$ cat src/rtl/irq_ctrl_if.sv
// CPU-side register bus and interrupt-acknowledge signals between the 68000 bus decode and
// irq_ctrl.
interface irq_ctrl_if;
  logic        cs;
  logic [1:0]  wr;
  logic [2:0]  address;
  logic [15:0] din;
  logic [15:0] dout;
  logic        iack;
  logic [2:0]  iack_level;

  modport master (output cs, wr, address, din, iack, iack_level, input dout);
  modport slave  (input cs, wr, address, din, iack, iack_level, output dout);
endinterface

$ cat src/rtl/irq_ctrl.sv
// Parametrised 68000 interrupt controller: NUM_SRC sources with enable, edge/level mode, polarity,
// software force and W1C pending, encoded onto the active-low IPL lines.
module irq_ctrl #(
  parameter int unsigned NUM_SRC     = 7,
  parameter int unsigned SYNC_STAGES = 2
) (
  input  logic               clk,
  input  logic               reset,
  input  logic [NUM_SRC-1:0] src,
  irq_ctrl_if.slave          bus,
  output logic [2:0]         ipl_n
);

  localparam int unsigned PadW = 16 - NUM_SRC;

  logic [NUM_SRC-1:0] src_sync;

  if (SYNC_STAGES == 0) begin : g_nosync
    assign src_sync = src;
  end else begin : g_sync
    logic [NUM_SRC-1:0] sync_q [SYNC_STAGES];
    always_ff @(posedge clk) begin
      if (reset) begin
        for (int unsigned k = 0; k < SYNC_STAGES; k++) sync_q[k] <= '0;
      end else begin
        sync_q[0] <= src;
        for (int unsigned k = 1; k < SYNC_STAGES; k++) sync_q[k] <= sync_q[k-1];
      end
    end
    assign src_sync = sync_q[SYNC_STAGES-1];
  end

  logic [NUM_SRC-1:0] pending_q, pending_d;
  logic [NUM_SRC-1:0] enable_q, mode_q, polarity_q, s_prev_q;
  logic               iack_prev_q;
  logic [2:0]         ipl_n_q;

  logic [NUM_SRC-1:0] s, rise, force_set, w1c_clr, ack_clr, active;
  logic               we;
  logic [2:0]         level;
  logic [15:0]        rdata;
  logic               unused_bits;

  // s_prev follows s in every mode, so a level->edge switch never fakes an edge.
  assign s         = src_sync ^ ~polarity_q;
  assign rise      = s & ~s_prev_q;
  assign we        = bus.cs & bus.wr[0];
  assign force_set = (we && bus.address == 3'd4) ? bus.din[NUM_SRC-1:0] : '0;
  assign w1c_clr   = (we && bus.address == 3'd0) ? bus.din[NUM_SRC-1:0] : '0;
  assign active    = pending_q & enable_q;

  always_comb begin
    ack_clr = '0;
    if (bus.iack && !iack_prev_q) begin
      for (int unsigned i = 0; i < NUM_SRC; i++) begin
        if (bus.iack_level == 3'(i + 1)) ack_clr[i] = 1'b1;
      end
    end
  end

  // Edge mode: set beats clear. Level mode: pending mirrors s.
  assign pending_d = (mode_q & (rise | force_set | (pending_q & ~(w1c_clr | ack_clr))))
                   | (~mode_q & s);

  always_comb begin
    level = 3'd0;
    for (int unsigned i = 0; i < NUM_SRC; i++) begin
      if (active[i]) level = 3'(i + 1);
    end
  end

  always_ff @(posedge clk) begin
    if (reset) begin
      pending_q   <= '0;
      enable_q    <= '0;
      mode_q      <= '1;
      polarity_q  <= '1;
      s_prev_q    <= '0;
      iack_prev_q <= 1'b0;
      ipl_n_q     <= 3'b111;
    end else begin
      pending_q   <= pending_d;
      s_prev_q    <= s;
      iack_prev_q <= bus.iack;
      ipl_n_q     <= ~level;
      if (we) begin
        case (bus.address)
          3'd1:    enable_q   <= bus.din[NUM_SRC-1:0];
          3'd2:    mode_q     <= bus.din[NUM_SRC-1:0];
          3'd3:    polarity_q <= bus.din[NUM_SRC-1:0];
          default: ;
        endcase
      end
    end
  end

  always_comb begin
    rdata = '0;
    if (bus.cs) begin
      case (bus.address)
        3'd0:    rdata = {{PadW{1'b0}}, pending_q};
        3'd1:    rdata = {{PadW{1'b0}}, enable_q};
        3'd2:    rdata = {{PadW{1'b0}}, mode_q};
        3'd3:    rdata = {{PadW{1'b0}}, polarity_q};
        3'd5:    rdata = {|active, 12'd0, level};
        default: rdata = '0;
      endcase
    end
  end

  assign bus.dout    = rdata;
  assign ipl_n       = ipl_n_q;
  assign unused_bits = ^{bus.wr[1], bus.din[15:NUM_SRC]};

endmodule

$ cat src/flat_wrapper.sv
// flat-port wrapper written by rule: the top's interface ports become plain ports
module irq_ctrl_flat 
#(
  parameter int unsigned NUM_SRC     = 7,
  parameter int unsigned SYNC_STAGES = 2
)
  (clk, reset, src, ipl_n, bus_cs, bus_wr, bus_address, bus_din, bus_iack, bus_iack_level, bus_dout);
  irq_ctrl_if bus_i ();
  input  logic clk;
  input  logic reset;
  input  logic [NUM_SRC-1:0] src;
  output logic [2:0] ipl_n;
  input wire logic [$bits(bus_i.cs)-1:0] bus_cs;
  input wire logic [$bits(bus_i.wr)-1:0] bus_wr;
  input wire logic [$bits(bus_i.address)-1:0] bus_address;
  input wire logic [$bits(bus_i.din)-1:0] bus_din;
  input wire logic [$bits(bus_i.iack)-1:0] bus_iack;
  input wire logic [$bits(bus_i.iack_level)-1:0] bus_iack_level;
  output wire logic [$bits(bus_i.dout)-1:0] bus_dout;
  assign bus_i.cs = bus_cs;
  assign bus_i.wr = bus_wr;
  assign bus_i.address = bus_address;
  assign bus_i.din = bus_din;
  assign bus_i.iack = bus_iack;
  assign bus_i.iack_level = bus_iack_level;
  assign bus_dout = bus_i.dout;
  irq_ctrl #(.NUM_SRC(NUM_SRC), .SYNC_STAGES(SYNC_STAGES)) u_core (.clk(clk), .reset(reset), .src(src), .bus(bus_i), .ipl_n(ipl_n));
endmodule
$ cat config.mk
export PLATFORM = sky130hd
export DESIGN_NAME = irq_ctrl_flat
export DESIGN_NICKNAME = d
export VERILOG_FILES = /design/src/rtl/irq_ctrl_if.sv /design/src/rtl/irq_ctrl.sv /design/src/flat_wrapper.sv
export SDC_FILE = /design/constraint.sdc
export NUM_CORES = 1
export LEC_CHECK = 0
export BUFFER_PORTS_ARGS = -buffer_cell sky130_fd_sc_hd__buf_2
export CAP_MARGIN = 20
export CORE_AREA = 2 2 60 84
export CTS_CLUSTER_SIZE = 20
export DETAILED_ROUTE_END_ITERATION = 7
export DIE_AREA = 0 0 62 86
export PLACE_DENSITY = 0.77
export SETUP_SLACK_MARGIN = 0.3
export SLEW_MARGIN = 0
export SYNTH_ARGS = -nofsm -noshare
export SYNTH_HDL_FRONTEND = slang
export SYNTH_SLANG_ARGS = --single-unit
$ cat constraint.sdc
create_clock -name clk -period 1.5 [get_ports clk]
set_clock_uncertainty 0.2 [all_clocks]
set_input_delay 0.075 -clock clk [delete_from_list [all_inputs] [get_ports clk]]
set_output_delay 0.075 -clock clk [all_outputs]
set_load 0.02 [all_outputs]
==> summary.md <==
| Metric | Value |
|---|---|
| Initial antenna violation count | 0 |
| Failing checks | hold timing, setup timing |
| Min Hold Slack | -0.000118 ns |
| Switching share of total power | 23.8% |
| Final hold viol count | 1 |
| EDFF count, synth | 0 |
| P_int | 0.00221 W |
| M1 GR Usage | 28.2% |
| Syn Inst Count | 231 |
| Power per Cell Area | 868 nW/um^2 |
| RSZ-0062 raised after global routing | true |
| Slowest cell on crit path | dfxtp_4 |
| Grt peak-use layer | met2 |
| Io pins | 54 |
| Worst r2r src | u_core.polarity_q[3]$_SDFFE_PP1P_ |
| Yosys top cell by area | dfxtp_1 |
| Fin nets | 348 |
| CTS tree | done |
| Clock share of power | 34.3% |
| Synth top area share | 44.9% |
| Synthesized flop and latch total | 53 |
| Hold path start | reset |
| GRT Util Overall | 22.6% |
| Proportion of layout cells with a drive suffix above 1 | 45.2% |
| Sequential cell area | 1100 um^2 |
| Via-to-Cell Ratio | 5.23 |
| Antenna viol nets, final | 0 |
| Starting density of the core | 52.1% |
| Final period util | 114% |
| Area of the multi-input gates | 1390 um^2 |
| Worst path depth | 5 |
| Die ar. | 5330 um^2 |
| Row count | 29 |
| Hold path cells | 2 |
| Combinational power share | 14.4% |
| Chip width | 62 um |
| CP endpoint kind | output pin |
| Htree depth | 2 |
| Netlist cell types | 36 |
| Critical path, cell by cell | nand2_4 -> a32o_2 -> a31oi_4 -> o22ai_4 -> buf_6 |
| Area delta synth->final | 41.8% |
| Residual DRC count | 0 |
| Drt first pass iters | 6 |
| Clk_lat worst skew | 0.30 ns |
| Final GP Congestion | 0.845 |
| VDD IR max | 0.000749 V |
| Port Buf Inserts | 35 |
| P_sw | 0.000692 W |
| Post-Place Worst Slack | -0.0504 ns |
| Netlist area before placement | 2360 um^2 |
| Pleak | 1.38 nW |
| Peak fanout along the critical path | 4 |
| Largest delay contributor family on the critical path | compound AO/OA/AOI/OAI gates |
| Clk slew on worst S/H paths | 0.10 ns |
| Iter 0 DRT Violations | 86 |
| GRT overflow | 0 |
| Synth top area cells | dfxtp_1 45%, mux2i_1 8.1%, mux4_2 6.7% |
| Seq/Total Area, Yosys | 44.9% |
| Largest net degree at the start of global routing | 22 |
| Core Box Area | 4540 um^2 |
| Die height | 86 um |
| Filler cells | 314 |
| Clock root cell | clkbuf_8 |
| First-pass GRT wire length | 8960 um |
| Worst endpoint required time | 1.22 ns |
| Final Power | 0.00290 W |
| Syn_area_per_cell | 10.2 um^2 |
| Routed via count | 1968 |
| # diodes | 0 |
| Worst-case clock buffer depth | 2 |
| Sink Count | 53 |
| Final Routed Wirelength | 5750 um |
| Final setup margin | -0.217 ns |
| Terminus of the critical flop-to-flop path | u_core.pending_q[3]$_SDFF_PP0_ |
| Vias in the first global route | 1864 |
| Final Max Slew Viols | 0 |
| Sequential power share | 51.3% |
| CP max stage delay | 0.39 ns |
| F_max | 0.583 GHz |
| Post-DP HPWL | 3760 um |
| Hold path endpoint | u_core.s_prev_q[5]$_SDFF_PP0_ |
| CP Launch Type | flop |
| M3 GR Usage | 4.37% |
| Fin crit period | 1.72 ns |
| Min-delay worst type | input pin to flop |
| Status | complete, but fails checks |
| WS Path Type | flop to output pin |
| Reg2reg setup slack | 0.12 ns |
| R2R depth | 5 |
| Met2 GRT Util | 37.8% |
| Count of final setup violators | 8 |
| CP bufs+invs | 1 |
| CTS buffer count | 5 |
| Drt wl/cell | 15.3 um |
| Dominant synthesized flop cell | dfxtp_1 |
| Total of max-cap violations | 0 |
| Critical path arrival | 1.44 ns |
| Synth warn | 0 |
| Synth async-reset ratio | 0% |
==> worst max path at each step <==
stage	start	to	slack, ns
5_1_grt	u_core.pending_q[5]$_SDFF_PP0_	bus_dout[0]	-0.26
2_1_floorplan	u_core.enable_q[4]$_SDFFE_PP0P_	bus_dout[1]	0.21
3_5_place_dp	bus_address[1]	u_core.pending_q[5]$_SDFF_PP0_	-0.05
4_1_cts	u_core.polarity_q[2]$_SDFFE_PP1P_	bus_dout[2]	-0.22
6_report	u_core.pending_q[5]$_SDFF_PP0_	bus_dout[0]	-0.22
3_3_place_gp	bus_address[1]	bus_dout[0]	-0.02
==> worst reg2reg max path, stage by stage (launching register included) <==
cell	delay (ns)
dfxtp_4	0.36
buf_6	0.11
xor2_4	0.16
a21oi_2	0.06
a21o_1	0.15
o221a_2	0.23
==> final cells by class <==
| class | count | area share (%) |
|---|---|---|
| tap | 62 | 2.32 |
| inverter | 4 | 0.449 |
| clock inverter | 2 | 1.12 |
| multi-input combinational | 164 | 41.4 |
| clock buffer | 6 | 2.47 |
| sequential | 53 | 32.9 |
| timing repair buffer | 85 | 19.4 |
==> Yosys cell counts, types with 2 or more instances <==
library cell and n:
a211o_1 2, a21boi_0 2, a21oi_1 13, a221o_1 6, a22oi_1 3, a31oi_1 7
a32o_1 2, and2_1 2, and3b_1 3, buf_4 9, buf_6 3, clkbuf_1 5
dfxtp_1 53, inv_1 4, mux2i_1 19, mux4_2 7, nand2_1 24, nand2b_1 5
nand3_1 3, nor2_1 16, nor2b_1 22, xor2_1 7
==> power groups by stage <==
stage | registers (W) | clock network (W) | logic, W
after floorplan | 0.00151 | 0 | 0.000236
after global placement | 0.00152 | 0 | 0.000330
after detailed placement | 0.00152 | 0 | 0.000336
after CTS | 0.00149 | 0.00102 | 0.000394
after global routing | 0.00149 | 0.00107 | 0.000451
final | 0.00149 | 0.000996 | 0.000419
==> per-stage QoR <==
| step | instances | util [%] | TNS, ns | hold WS [ns] | cell area (um^2) |
|---|---|---|---|---|---|
| 6_report | 376 | 73.8 | -1.29 | -0.000118 | 3350 |
| 5_1_grt | 376 | 73.8 | -1.60 | 0.00153 | 3350 |
| 4_1_cts | 372 | 70.8 | -1.28 | -0.0115 | 3210 |
| 3_5_place_dp | 343 | 61.2 | -0.273 | 0.0876 | 2780 |
| 3_3_place_gp | 343 | 61.2 | -0.0905 | 0.0829 | 2780 |
| 2_1_floorplan | 238 | - | 0 | -0.00706 | 2460 |
==> registers in the layout, summed over array words and instances, names as in the netlist <==
signal                flops
u_core.enable_q           7
u_core.g_sync.sync_q     14
u_core.iack_prev_q        1
u_core.ipl_n              3
u_core.mode_q             7
u_core.pending_q          7
u_core.polarity_q         7
u_core.s_prev_q           7
==> kinds of logic (layout without fill, tap and decap cells) <==
kind of cell    count (synthesis)  after routing  synth area share (%)
other cells                     1              8                 0.159
compound gates                 42             42                  12.7
flops                          53             53                  44.9
mux                            26             26                  14.7
xor+xnor                        7              7                  2.60
buf+inv                        21             97                  5.72
simple gates                   81             81                  19.1
==> what timing repair did <==
action / in CTS / in global routing
endpoints found under the setup margin: 15 / 16
hold buffers: 16 / 0
resized for setup: 39 / 23
setup buffers: 5 / 4
pin swaps: 8 / 7
endpoints found under the hold margin: 38 / 0
cloned: 0 / 0
==> cell usage in the layout, fill, tap and decap left out, types with 2 or more instances in the layout <==
master,n
conb_1,8
inv_1,3
nand2_1,23
nand2b_1,5
clkbuf_8,6
mux4_2,7
buf_2,27
a21boi_2,2
xor2_1,2
xor2_4,2
nor2b_4,4
dfxtp_2,16
dfxtp_1,32
a31oi_1,5
a22oi_2,3
xor2_2,3
nand3_1,3
a221o_1,6
a211o_1,2
dlygate4sd3_1,16
mux2i_1,19
a32o_2,2
buf_6,10
nor2_1,16
buf_4,32
and3b_1,2
dfxtp_4,5
a21oi_1,8
nor2b_1,18
a21oi_2,5
==> per-layer routing <==
layer	wire (um)	up-vias	share of wire, %
li1	-	959	-
met1	2370	943	41
met2	3050	56	53
met3	231	10	4.0
met4	101	0	1.8
met5	0	-	0
Power figures use the tool's default switching activity.
